--- config.mk ---
export PLATFORM = sky130hd
export DESIGN_NAME = pid_mul_sequencer
export DESIGN_NICKNAME = d
export VERILOG_FILES = /design/src/rtl/pid_mul_sequencer.sv
export SDC_FILE = /design/constraint.sdc
export NUM_CORES = 1
export LEC_CHECK = 0
export CORE_MARGIN = 10
export CORE_UTILIZATION = 54
export DETAILED_ROUTE_END_ITERATION = 8
export PLACE_DENSITY = 0.81
export SYNTH_ARGS = -nofsm -noshare
export SYNTH_HDL_FRONTEND = slang
export SYNTH_SLANG_ARGS = --single-unit
--- constraint.sdc ---
create_clock -name clk_i -period 3.5 [get_ports clk_i]
set_clock_uncertainty 0.05 [all_clocks]
set_input_delay 0.35 -clock clk_i [delete_from_list [all_inputs] [get_ports clk_i]]
set_output_delay 0.35 -clock clk_i [all_outputs]
set_load 0.02 [all_outputs]
--- src/rtl/pid_mul_sequencer.sv ---
// Sequences the three PID products (kp*e, ki*i, kd*d) through one shared serial
// multiplier, accumulates them, then saturates (acc >>> SHIFT) to N bits.
// Optional multiplier watchdog: define PID_SEQ_TIMEOUT_EN.
module pid_mul_sequencer #(
  parameter int N              = 4,
  parameter int SHIFT          = 2,
  parameter int TIMEOUT_CYCLES = 1023
) (
  input  logic                  clk_i,
  input  logic                  rst_i,
  input  logic                  start_strb_i,
  input  logic signed [N-1:0]   kp_i,
  input  logic signed [N-1:0]   ki_i,
  input  logic signed [N-1:0]   kd_i,
  input  logic signed [N-1:0]   e_i,
  input  logic signed [N-1:0]   i_i,
  input  logic signed [N-1:0]   d_i,
  output logic                  busy_o,
  output logic                  done_strb_o,
  output logic signed [2*N+1:0] acc_o,
  output logic signed [N-1:0]   sat_o,
  output logic                  error_o,
  output logic                  mul_start_strb_o,
  output logic signed [N-1:0]   mul_a_o,
  output logic signed [N-1:0]   mul_b_o,
  input  logic                  mul_done_strb_i,
  input  logic signed [2*N-1:0] mul_out_i
);

  localparam int ACC_W = 2*N + 2;
  localparam logic signed [ACC_W-1:0] SAT_MAX = ACC_W'((2**(N-1)) - 1);
  localparam logic signed [ACC_W-1:0] SAT_MIN = ~SAT_MAX;

  typedef enum logic [1:0] {
    S_IDLE,
    S_ISSUE,
    S_WAIT,
    S_DONE
  } state_t;

  state_t                   state, state_next;
  logic [1:0]               idx;
  logic [ACC_W-1:0]         acc;
  logic signed [N-1:0]      kp_q, ki_q, kd_q, e_q, i_q, d_q;

  logic                     start_accept;
  logic                     mul_accept;
  logic [ACC_W-1:0]         acc_sum;
  logic signed [ACC_W-1:0]  shifted;
  logic signed [N-1:0]      sat_next;

`ifdef PID_SEQ_TIMEOUT_EN
  localparam int CNT_W = $clog2(TIMEOUT_CYCLES + 1);
  localparam logic [CNT_W-1:0] CNT_LAST = CNT_W'(TIMEOUT_CYCLES - 1);

  logic [CNT_W-1:0] wait_cnt;
  logic             timeout_hit;
  logic             error_q;
`endif

  // Next-state and per-cycle control decode.
  // NOTE: every signal assigned here gets a default first so no path infers a latch.
  always_comb begin
    state_next   = state;
    start_accept = 1'b0;
    mul_accept   = 1'b0;
`ifdef PID_SEQ_TIMEOUT_EN
    timeout_hit  = 1'b0;
`endif
    case (state)
      S_IDLE: begin
        if (start_strb_i) begin
          start_accept = 1'b1;
          state_next   = S_ISSUE;
        end
      end
      S_ISSUE: state_next = S_WAIT;
      S_WAIT: begin
        if (mul_done_strb_i) begin
          mul_accept = 1'b1;
          state_next = (idx == 2'd2) ? S_DONE : S_ISSUE;
        end
`ifdef PID_SEQ_TIMEOUT_EN
        else if (wait_cnt == CNT_LAST) begin
          timeout_hit = 1'b1;
          state_next  = S_IDLE;
        end
`endif
      end
      S_DONE:  state_next = S_IDLE;
      default: state_next = S_IDLE;
    endcase
  end

  // Accumulate the sign-extended product and saturate the shifted sum.
  always_comb begin
    acc_sum = acc + {{2{mul_out_i[2*N-1]}}, mul_out_i};
    shifted = $signed(acc_sum) >>> SHIFT;
    if (shifted > SAT_MAX) begin
      sat_next = SAT_MAX[N-1:0];
    end else if (shifted < SAT_MIN) begin
      sat_next = SAT_MIN[N-1:0];
    end else begin
      sat_next = shifted[N-1:0];
    end
  end

  // Operand mux for the shared multiplier; quiet outside ISSUE/WAIT.
  always_comb begin
    mul_a_o = '0;
    mul_b_o = '0;
    if (state == S_ISSUE || state == S_WAIT) begin
      case (idx)
        2'd0:    begin mul_a_o = kp_q; mul_b_o = e_q; end
        2'd1:    begin mul_a_o = ki_q; mul_b_o = i_q; end
        default: begin mul_a_o = kd_q; mul_b_o = d_q; end
      endcase
    end
  end

  assign busy_o           = (state != S_IDLE);
  assign done_strb_o      = (state == S_DONE);
  assign mul_start_strb_o = (state == S_ISSUE);

  // NOTE: sequential state uses non-blocking assignments only, so every register
  // samples pre-edge values regardless of statement order.
  always_ff @(posedge clk_i) begin
    if (rst_i) begin
      state <= S_IDLE;
      idx   <= '0;
      acc   <= '0;
      acc_o <= '0;
      sat_o <= '0;
      // NOTE: the snapshot registers are cleared too, so nothing from an aborted
      // computation can leak out on mul_a_o/mul_b_o afterwards.
      kp_q  <= '0;
      ki_q  <= '0;
      kd_q  <= '0;
      e_q   <= '0;
      i_q   <= '0;
      d_q   <= '0;
    end else begin
      state <= state_next;
      if (start_accept) begin
        kp_q <= kp_i;
        ki_q <= ki_i;
        kd_q <= kd_i;
        e_q  <= e_i;
        i_q  <= i_i;
        d_q  <= d_i;
        acc  <= '0;
        idx  <= '0;
      end
      if (mul_accept) begin
        acc <= acc_sum;
        if (idx != 2'd2) begin
          idx <= idx + 2'd1;
        end else begin
          // Results are published on entry to DONE so they are valid with done_strb_o.
          acc_o <= $signed(acc_sum);
          sat_o <= sat_next;
        end
      end
    end
  end

`ifdef PID_SEQ_TIMEOUT_EN
  always_ff @(posedge clk_i) begin
    if (rst_i) begin
      wait_cnt <= '0;
      error_q  <= 1'b0;
    end else begin
      if (state == S_ISSUE) begin
        wait_cnt <= '0;
      end else if (state == S_WAIT) begin
        wait_cnt <= wait_cnt + CNT_W'(1);
      end
      if (start_accept) begin
        error_q <= 1'b0;
      end else if (timeout_hit) begin
        error_q <= 1'b1;
      end
    end
  end

  assign error_o = error_q;
`else
  logic timeout_unused;
  assign timeout_unused = (TIMEOUT_CYCLES > 0);
  assign error_o        = 1'b0;
`endif

endmodule
# Word level (Yosys, flattened, before mapping)
# Index checks and enable logic that the tools add are counted.
classes:
  mux: 19
  n_bitwise: 1
  reduce_logical: 7
  eq_ne: 8
  n_lt_le_gt_ge: 2
  n_addsub: 2
ops:
  columns: ["operator", "count"]
  rows:
  - ["$mux 10", 2]
  - ["$mux 4", 4]
  - ["$pmux 4 s2", 2]
  - ["$mux 2", 6]
  - ["$add 10x10->10", 1]
  - ["$gt 8x4->1 const B", 1]
  - ["$lt 8x4->1 const B", 1]
  - ["$pmux 2 s4", 1]
  - ["$eq 2x2->1 const B", 3]
  - ["$ne 2x2->1 const B", 3]
  - ["$eq 2x1->1 const B", 2]
  - ["$logic_not 2->1", 2]
  - ["$mux 1", 4]
  - ["$reduce_and 2->1", 2]
  - ["$reduce_bool 2->1", 2]
  - ["$add 2x1->2 const B", 1]
  - ["$logic_or 1x1->1", 1]
  - ["$not 1->1", 1]
totals:
  out_inout_bits: 26
  input_bits: 36
  regBits: 52
  word_cells: 50

# Longest topological paths before layout
# Gate-level depths: netlist of the first run.
depth:
  word_depth: 5
  ltp_mapped: 9
  depth_no_buf: 9

# Worst setup path before layout of the first run
# OpenSTA, ideal clock, no wires.
synth_timing:
  path_kind: "in2reg"
  startpoint: "input mul_out_i[0]"
  endpoint: "register sat_o[0]"
  required_ns: 3.334
  stages: 9
  setup_time_ns: 0.116
  n_path_buf: 0
  arrival_time_ns: 2.064
  setup_slack_ns: 1.270
  path_cell_list: "ha_1 inv_1 fa_1 nor2b_1 o31a_1 a21oi_2 xnor2_1 a2111o_1 o211a_1"
synth_between:
  elab_chain_cells: 4
  elab_cells_between_ends: 5
  cone_classes: "add/sub: 1; order compare: 2; mux: 2"
synth_rtl:
  columns: ["item", "line_no", "source"]
  rows:
  - ["start: declaration", "27", "input logic signed [2*N-1:0] mul_out_i"]
  - ["$add 10x10->10 (*)", "97", "acc_sum = acc + {{2{mul_out_i[2*N-1]}}, mul_out_i};"]
  - ["$lt 8x4->1", "101", "end else if (shifted < SAT_MIN) begin"]
  - ["$mux 4", "101", null]
  - ["$mux 4 (*)", "99", "if (shifted > SAT_MAX) begin"]
  - ["end signal: assignment", "161", "sat_o <= sat_next;"]
  - ["end: declaration", "21", "output logic signed [N-1:0] sat_o,"]
# Every way passes the cells marked *; elsewhere a longest branch is shown, timed or not.
# A chain may end at the register's enable or synchronous reset.

# Worst setup path in the final report of the first run
layout_timing:
  startpoint: "input mul_out_i[0]"
  endpoint: "register sat_o[1]"
# The elaborated chain is that of the path after synthesis.

==> impl_metrics.sql, run 1 <==
INSERT INTO impl_metrics (metric_group, metric, value, unit) VALUES
('run_status', 'run_status', 'finished clean', ''),
('grt', 'overflow', '0', ''),
('floorplan', 'die_y', '90.5', 'um'),
('floorplan', 'design.die.area', '0.00819', 'sq mm'),
('power', 'ir_drop', '315', 'uV'),
('placement', 'placed_wire_length_estimate', '5170', 'um'),
('power', 'p_int', '0.933', 'mW'),
('routing', 'route.final.wire_length', '6920', 'um'),
('placement', 'globalplace.congestion', '0.941', ''),
('final_layout', 'fin_nets', '447', ''),
('run', 'cap_violations', '0', ''),
('synth', 'postSynthRegisterBits', '52', ''),
('power', 'power_frac_comb', '24.5', '%'),
('synth', 'synth_commonest_cells', 'sky130_fd_sc_hd__nand2_1, sky130_fd_sc_hd__dfxtp_1, sky130_fd_sc_hd__a21oi_1, sky130_fd_sc_hd__nor2_1, sky130_fd_sc_hd__clkbuf_1', ''),
('clock_network', 'max_clock_buf_depth', '2', ''),
('placement', 'placement.io_buffers', '60', ''),
('floorplan', 'core.rowCount', '25', ''),
('final_layout', 'final_area', '0.00342', 'sq mm'),
('synth', 'synth_area_leader_cell', 'sky130_fd_sc_hd__dfxtp_1', ''),
('sta', 'max_freq', '0.378', 'GHz'),
('power', 'power.static_leakage', '1.28', 'nW'),
('sta', 'fin_crit', '2650', 'ps'),
('clock_network', 'path_clk_slew', '90', 'ps'),
('routing', 'drt-initial-drc-count', '260', ''),
('sta', 'worst_slew_pin_slew', '829', 'ps'),
('clock_network', 'cts_htree_levels', '2', ''),
('synth', 'synth_cell_type_count', '46', ''),
('power', 'p_per_area', '394', 'mW/mm^2'),
('final_layout', 'finalCoreUtilization', '71.4', '%'),
('grt', 'grt.total_usage', '16.5', '%'),
('floorplan', 'die_width', '90.5', 'um'),
('setup_path', 'timing.critical_path.arrival', '2790', 'ps'),
('sta', 'holdWs', '409', 'ps'),
('power', 'power_switching', '0.413', 'mW'),
('sta', 'timing.final.setup_violations', '0', ''),
('synth', 'synth_top_cells_by_area', 'sky130_fd_sc_hd__dfxtp_1, sky130_fd_sc_hd__nand2_1, sky130_fd_sc_hd__a21oi_1', ''),
('routing', 'route.vias.total', '2513', ''),
('synth', 'synth_area_per_inst', '7.78', 'sq um'),
('sta', 'grt_setup_unrepaired', 'false', ''),
('sta', 'post-route-period-util', '75.6', '%'),
('floorplan', 'fp.coreArea', '0.00479', 'sq mm'),
('clock_network', 'cts_root_buffer', 'sky130_fd_sc_hd__clkbuf_8', ''),
('synth', 'synthMostInstantiatedCell', 'sky130_fd_sc_hd__nand2_1', ''),
('grt', 'antenna_found_initial', '0', ''),
('grt', 'grt_first_pass_wirelength', '11600', 'um'),
('synth', 'synth_warnings', '0', ''),
('routing', 'final_antenna_net_count', '0', ''),
('power', 'power.share.sequential', '48.7', '%'),
('sta', 'setup-tns-final', '0', 'ps'),
('routing', 'detail_route.drc_violations', '0', ''),
('setup_path', 'setup.worst_path.end_class', 'register', ''),
('routing', 'wl_per_cell', '14.9', 'um'),
('synth', 'synth-edff-count', '0', ''),
('power', 'netSwitchingFraction', '30.7', '%'),
('sta', 'slew_viol_final', '0', ''),
('sta', 'maxSlewHeadroom', '44.6', '%'),
('clock_network', 'cts_hold_repair.buffers', '0', ''),
('synth', 'synth_flop_cell', 'sky130_fd_sc_hd__dfxtp_1', ''),
('synth', 'asyncSetResetFlopFracSynth', '0', '%'),
('setup_path', 'critical_path.startpoint_type', 'input pin', ''),
('placement', 'placed_area', '0.00332', 'sq mm'),
('synth', 'seq_total_area_yosys', '38.8', '%'),
('floorplan', 'floorplan.initialDensity', '56.1', '%'),
('final_layout', 'area_growth', '27.4', '%'),
('routing', 'vias_per_cell', '5.42', ''),
('power', 'post-layout-total-power', '1.35', 'mW'),
('hold_path', 'holdCritPathClass', 'register to register', ''),
('setup_path', 'cp_max_fo', '4', ''),
('grt', 'first_global_vias', '2450', ''),
('clock_network', 'cts_buffers', '5', ''),
('final_layout', 'final_layout_size_suffix_gt1_share', '5.04', '%');
per-layer routing:
layer	GRT usage, %	vias to the layer above	share of wire, %
li1	-	1273	-
met1	21.3	1146	46
met2	26.7	90	48
met3	4.66	4	6.3
met4	3.45	0	0.35
met5	0	-	0
layout by cell type, fill, tap and decap left out, drive strengths merged, types with 6 or more instances in the layout:
cell type	instances
clkbuf	6
o21ai	12
clkdlybuf4s50	60
and2	11
nor2	24
inv	10
ha	14
mux2i	9
dfxtp	52
a21oi	52
nand2	82
a22oi	8
registers in the layout, indices dropped and copies added, names as in the netlist:
name,flops
state,2
kp_q,4
ki_q,4
acc_o,10
kd_q,4
i_q,4
e_q,4
acc,10
idx,2
d_q,4
sat_o,4
critical path: stages:
cell and delay (ps):
sky130_fd_sc_hd__clkdlybuf4s50_1 470, sky130_fd_sc_hd__ha_1 180, sky130_fd_sc_hd__inv_1 60, sky130_fd_sc_hd__fa_1 410, sky130_fd_sc_hd__nor2b_1 180, sky130_fd_sc_hd__o31a_1 230
sky130_fd_sc_hd__a21oi_2 90, sky130_fd_sc_hd__xnor2_1 180, sky130_fd_sc_hd__a2111o_1 410, sky130_fd_sc_hd__o211a_1 220
cell families (layout without fill, tap and decap cells):
| logic type | Yosys count | count (layout) | synth area share, % |
|---|---|---|---|
| AND/OR/NAND/NOR | 142 | 142 | 23.8 |
| AO/OA/AOI/OAI | 91 | 91 | 20.7 |
| flip-flops | 52 | 52 | 38.8 |
| buffers and inverters | 30 | 82 | 4.38 |
| adder cells (fa/ha/maj) | 15 | 15 | 7.27 |
| multiplexers | 9 | 9 | 3.36 |
| XOR/XNOR | 5 | 5 | 1.63 |
| other | 1 | 1 | 0.140 |
final timing paths:
kind                 from  endpoint  slack, ps  cells past startpoint
max          mul_out_i[0]  sat_o[1]        850                     10
min              acc_o[6]  acc_o[6]        410                      2
min reg2reg      acc_o[6]  acc_o[6]        410                      2
max reg2reg        acc[3]  sat_o[1]       1040                      7
area by class of cell:
class / count / area (sq um)
tap: 67 / 83.8
fill: 388 / 1370
timing repair buffer: 65 / 638
inverter: 9 / 33.8
clock buffer: 6 / 82.6
multi-input combinational: 263 / 1530
sequential: 52 / 1040
clock inverter: 2 / 13.8
power groups by stage:
stage / clock, mW / sequential (mW) / combinational, mW
floorplan: 0 / 0.660 / 0.216
global placement: 0 / 0.667 / 0.325
detailed placement: 0 / 0.669 / 0.331
CTS: 0.370 / 0.656 / 0.331
global route: 0.391 / 0.661 / 0.368
finish: 0.361 / 0.655 / 0.330
per-stage QoR:
step | setup slack, ps | std cells
5_1_grt | 706 | 464
2_1_floorplan | 1270 | 345
3_3_place_gp | 613 | 456
3_5_place_dp | 566 | 456
4_1_cts | 885 | 464
6_report | 853 | 464
Power figures use the tool's default switching activity.
==> run 2, diff against run 1 <==
--- a/config.mk
+++ b/config.mk
@@ -6,9 +6,9 @@
 export NUM_CORES = 1
 export LEC_CHECK = 0
 export CORE_MARGIN = 10
-export CORE_UTILIZATION = 54
+export CORE_UTILIZATION = 45
 export DETAILED_ROUTE_END_ITERATION = 8
-export PLACE_DENSITY = 0.81
+export PLACE_DENSITY = 0.72
 export SYNTH_ARGS = -nofsm -noshare
 export SYNTH_HDL_FRONTEND = slang
 export SYNTH_SLANG_ARGS = --single-unit
==> constraint.sdc (replaced) <==
create_clock -name clk_i -period 2.3 [get_ports clk_i]
set_clock_uncertainty 0.05 [all_clocks]
set_input_delay 0.23 -clock clk_i [delete_from_list [all_inputs] [get_ports clk_i]]
set_output_delay 0.23 -clock clk_i [all_outputs]
set_load 0.02 [all_outputs]
==> impl_metrics.sql, run 2 (synthesis results as in run 1) <==
INSERT INTO impl_metrics (metric_group, metric, value, unit) VALUES
('routing', 'final_antenna_net_count', '0', ''),
('setup_path', 'worst_path_required_time', '2450', 'ps'),
('floorplan', 'die_y', '97.2', 'um'),
('routing', 'vias_per_cell', '5.09', ''),
('final_layout', 'final_common_cell', 'sky130_fd_sc_hd__nand2_1', ''),
('sta', 'post-route-period-util', '96.5', '%'),
('floorplan', 'floorplan.initialDensity', '45.9', '%'),
('final_layout', 'top_regs', 'acc (10), acc_o (10)', ''),
('routing', 'route.vias.total', '2581', ''),
('clock_network', 'cts_htree_levels', '2', ''),
('grt', 'largest_net_degree_at_the_start_of_global_routing', '30', ''),
('power', 'power.static_leakage', '1.59', 'nW'),
('routing', 'highest_layer', 'met4', ''),
('setup_path', 'regToRegEndpoint', 'sat_o[1]', ''),
('run', 'cap_violations', '0', ''),
('sta', 'slew_viol_final', '0', ''),
('clock_network', 'cts_buffers', '5', ''),
('routing', 'drt-initial-drc-count', '160', ''),
('final_layout', 'final_cell_mix', 'sky130_fd_sc_hd__nand2_1, sky130_fd_sc_hd__a21oi_1, sky130_fd_sc_hd__clkdlybuf4s50_1', ''),
('grt', 'grt.total_usage', '15.1', '%'),
('routing', 'route.met3.wl', '335', 'um'),
('grt', 'grt_first_pass_wirelength', '12400', 'um'),
('setup_path', 'setup.worst_path.class', 'input pin to register', ''),
('sta', 'holdWs', '305', 'ps'),
('clock_network', 'cts_hold_repair.buffers', '0', ''),
('run_status', 'run_status', 'finished clean', ''),
('sta', 'worst_slew_pin_slew', '532', 'ps'),
('routing', 'route.final.wire_length', '7230', 'um'),
('final_layout', 'finalCoreUtilization', '63.9', '%'),
('sta', 'fin_crit', '2220', 'ps'),
('setup_path', 'crit_path_end', 'sat_o[1]', ''),
('placement', 'placement.io_buffers', '60', ''),
('routing', 'm1WireLength', '3310', 'um'),
('placement', 'placed_wire_length_estimate', '5480', 'um'),
('power', 'p_per_area', '565', 'mW/mm^2'),
('floorplan', 'core.rowCount', '28', ''),
('setup_path', 'r2r_start', 'acc[0]', ''),
('setup_path', 'cp_max_fo', '6', ''),
('sta', 'max_freq', '0.451', 'GHz'),
('sta', 'timing.final.setup_violations', '0', ''),
('setup_path', 'r2r_slack', '100', 'ps'),
('setup_path', 'reg2reg_depth', '9', ''),
('power', 'ir_drop', '438', 'uV'),
('sta', 'maxSlewHeadroom', '64.3', '%'),
('clock_network', 'tritoncts', 'done', ''),
('setup_path', 'critical_path.startpoint_type', 'input pin', ''),
('routing', 'detailed_routed_wire_length_on_met2', '3540', 'um'),
('floorplan', 'io_pins', '62', ''),
('final_layout', 'area_growth', '39.3', '%'),
('sta', 'report.final.hold_viol_count', '0', ''),
('clock_network', 'cts_root_buffer', 'sky130_fd_sc_hd__clkbuf_8', ''),
('floorplan', 'fp.coreArea', '0.00585', 'sq mm'),
('routing', 'detail_route.drc_violations', '0', ''),
('setup_path', 'timing.critical_path.from', 'mul_out_i[3]', ''),
('final_layout', 'fin_nets', '481', ''),
('clock_network', 'clock_latency', '300', 'ps'),
('grt', 'antenna_found_initial', '1', ''),
('clock_network', 'max_clock_buf_depth', '2', ''),
('clock_network', 'clock_sink_count', '52', ''),
('floorplan', 'design.die.area', '0.00945', 'sq mm'),
('clock_network', 'path_clk_slew', '100', 'ps'),
('setup_path', 'setup.worst_path.end_class', 'register', ''),
('final_layout', 'final_layout_size_suffix_gt1_share', '15.1', '%'),
('floorplan', 'die_width', '97.2', 'um'),
('grt', 'overflow', '0', ''),
('routing', 'wl_per_cell', '14.3', 'um'),
('setup_path', 'timing.critical_path.arrival', '2370', 'ps'),
('routing', 'drtPass1Iterations', '5', ''),
('hold_path', 'holdCritPathClass', 'input pin to register', ''),
('grt', 'first_global_vias', '2606', ''),
('placement', 'globalplace.congestion', '0.908', '');
==> run 2: cell types whose count changed in the layout (fill, tap and decap cells not counted), sizes merged <==
cell           previous run  this run
buf                       5        40
dlygate4sd2               0         2
clkdlybuf4s50            60        49
diode                     0         1
dlymetal6s2s              0         8
==> run 2: metal layers <==
metal / GRT usage (%) / vias to the layer above
met5: 0 / -
met4: 4.25 / 0
met3: 2.49 / 2
met2: 25.8 / 57
met1: 19.0 / 1177
li1: - / 1345
==> run 2: what timing repair did <==
item / CTS / global route
gates resized for setup: 9 / 14
gates cloned: 0 / 0
buffers inserted: 1 / 3
pin swaps: 6 / 7
setup endpoints to repair: 11 / 10
==> run 2: report_power, final <==
group,internal [mW],switching [mW]
Sequential,0.958,0.0383
Clock,0.247,0.307
Combinational,0.259,0.301
Total,1.46,0.646
==> run 2: critical path, cell delays in order <==
cell and delay [ps]:
sky130_fd_sc_hd__clkdlybuf4s50_1 400, sky130_fd_sc_hd__ha_1 320, sky130_fd_sc_hd__and2_4 180, sky130_fd_sc_hd__a221oi_4 340
sky130_fd_sc_hd__a21oi_1 140, sky130_fd_sc_hd__a2111o_1 380, sky130_fd_sc_hd__a32o_2 250, sky130_fd_sc_hd__o211a_1 130
==> run 2: per-stage QoR <==
stage               power [mW]  cells  setup TNS (ps)  area, sq um  setup WS [ps]
floorplan                 1.33    345               0         2680            103
global placement          1.56    494           -1680         3550           -315
detailed placement        1.57    494           -2120         3550           -380
CTS                       2.12    503               0         3670           5.46
global route              2.22    507          -0.241         3740         -0.241
finish                    2.11    507               0         3740           80.4
==> run 2: final cells by class <==
class                   instances  area (sq um)
inverters                       9          33.8
clock inverters                 2          13.8
fillers                       516          2110
well taps                      75          93.8
diodes                          1          2.50
flip-flops and latches         52          1050
multi-input cells             263          1560
repair buffers                 99           906
clock buffers                   6          82.6
==> run 2: how the worst min path moves through the flow <==
| stage | slack (ps) | cells after the start | from | to |
|---|---|---|---|---|
| 3_3_place_gp | 390 | 2 | kp_q[2] | kp_q[2] |
| 2_1_floorplan | 320 | 2 | d_i[0] | d_q[0] |
| 3_5_place_dp | 400 | 2 | kp_q[2] | kp_q[2] |
| 6_report | 300 | 2 | rst_i | idx[0] |
| 5_1_grt | 320 | 2 | rst_i | idx[0] |
| 4_1_cts | 300 | 2 | rst_i | acc[5] |
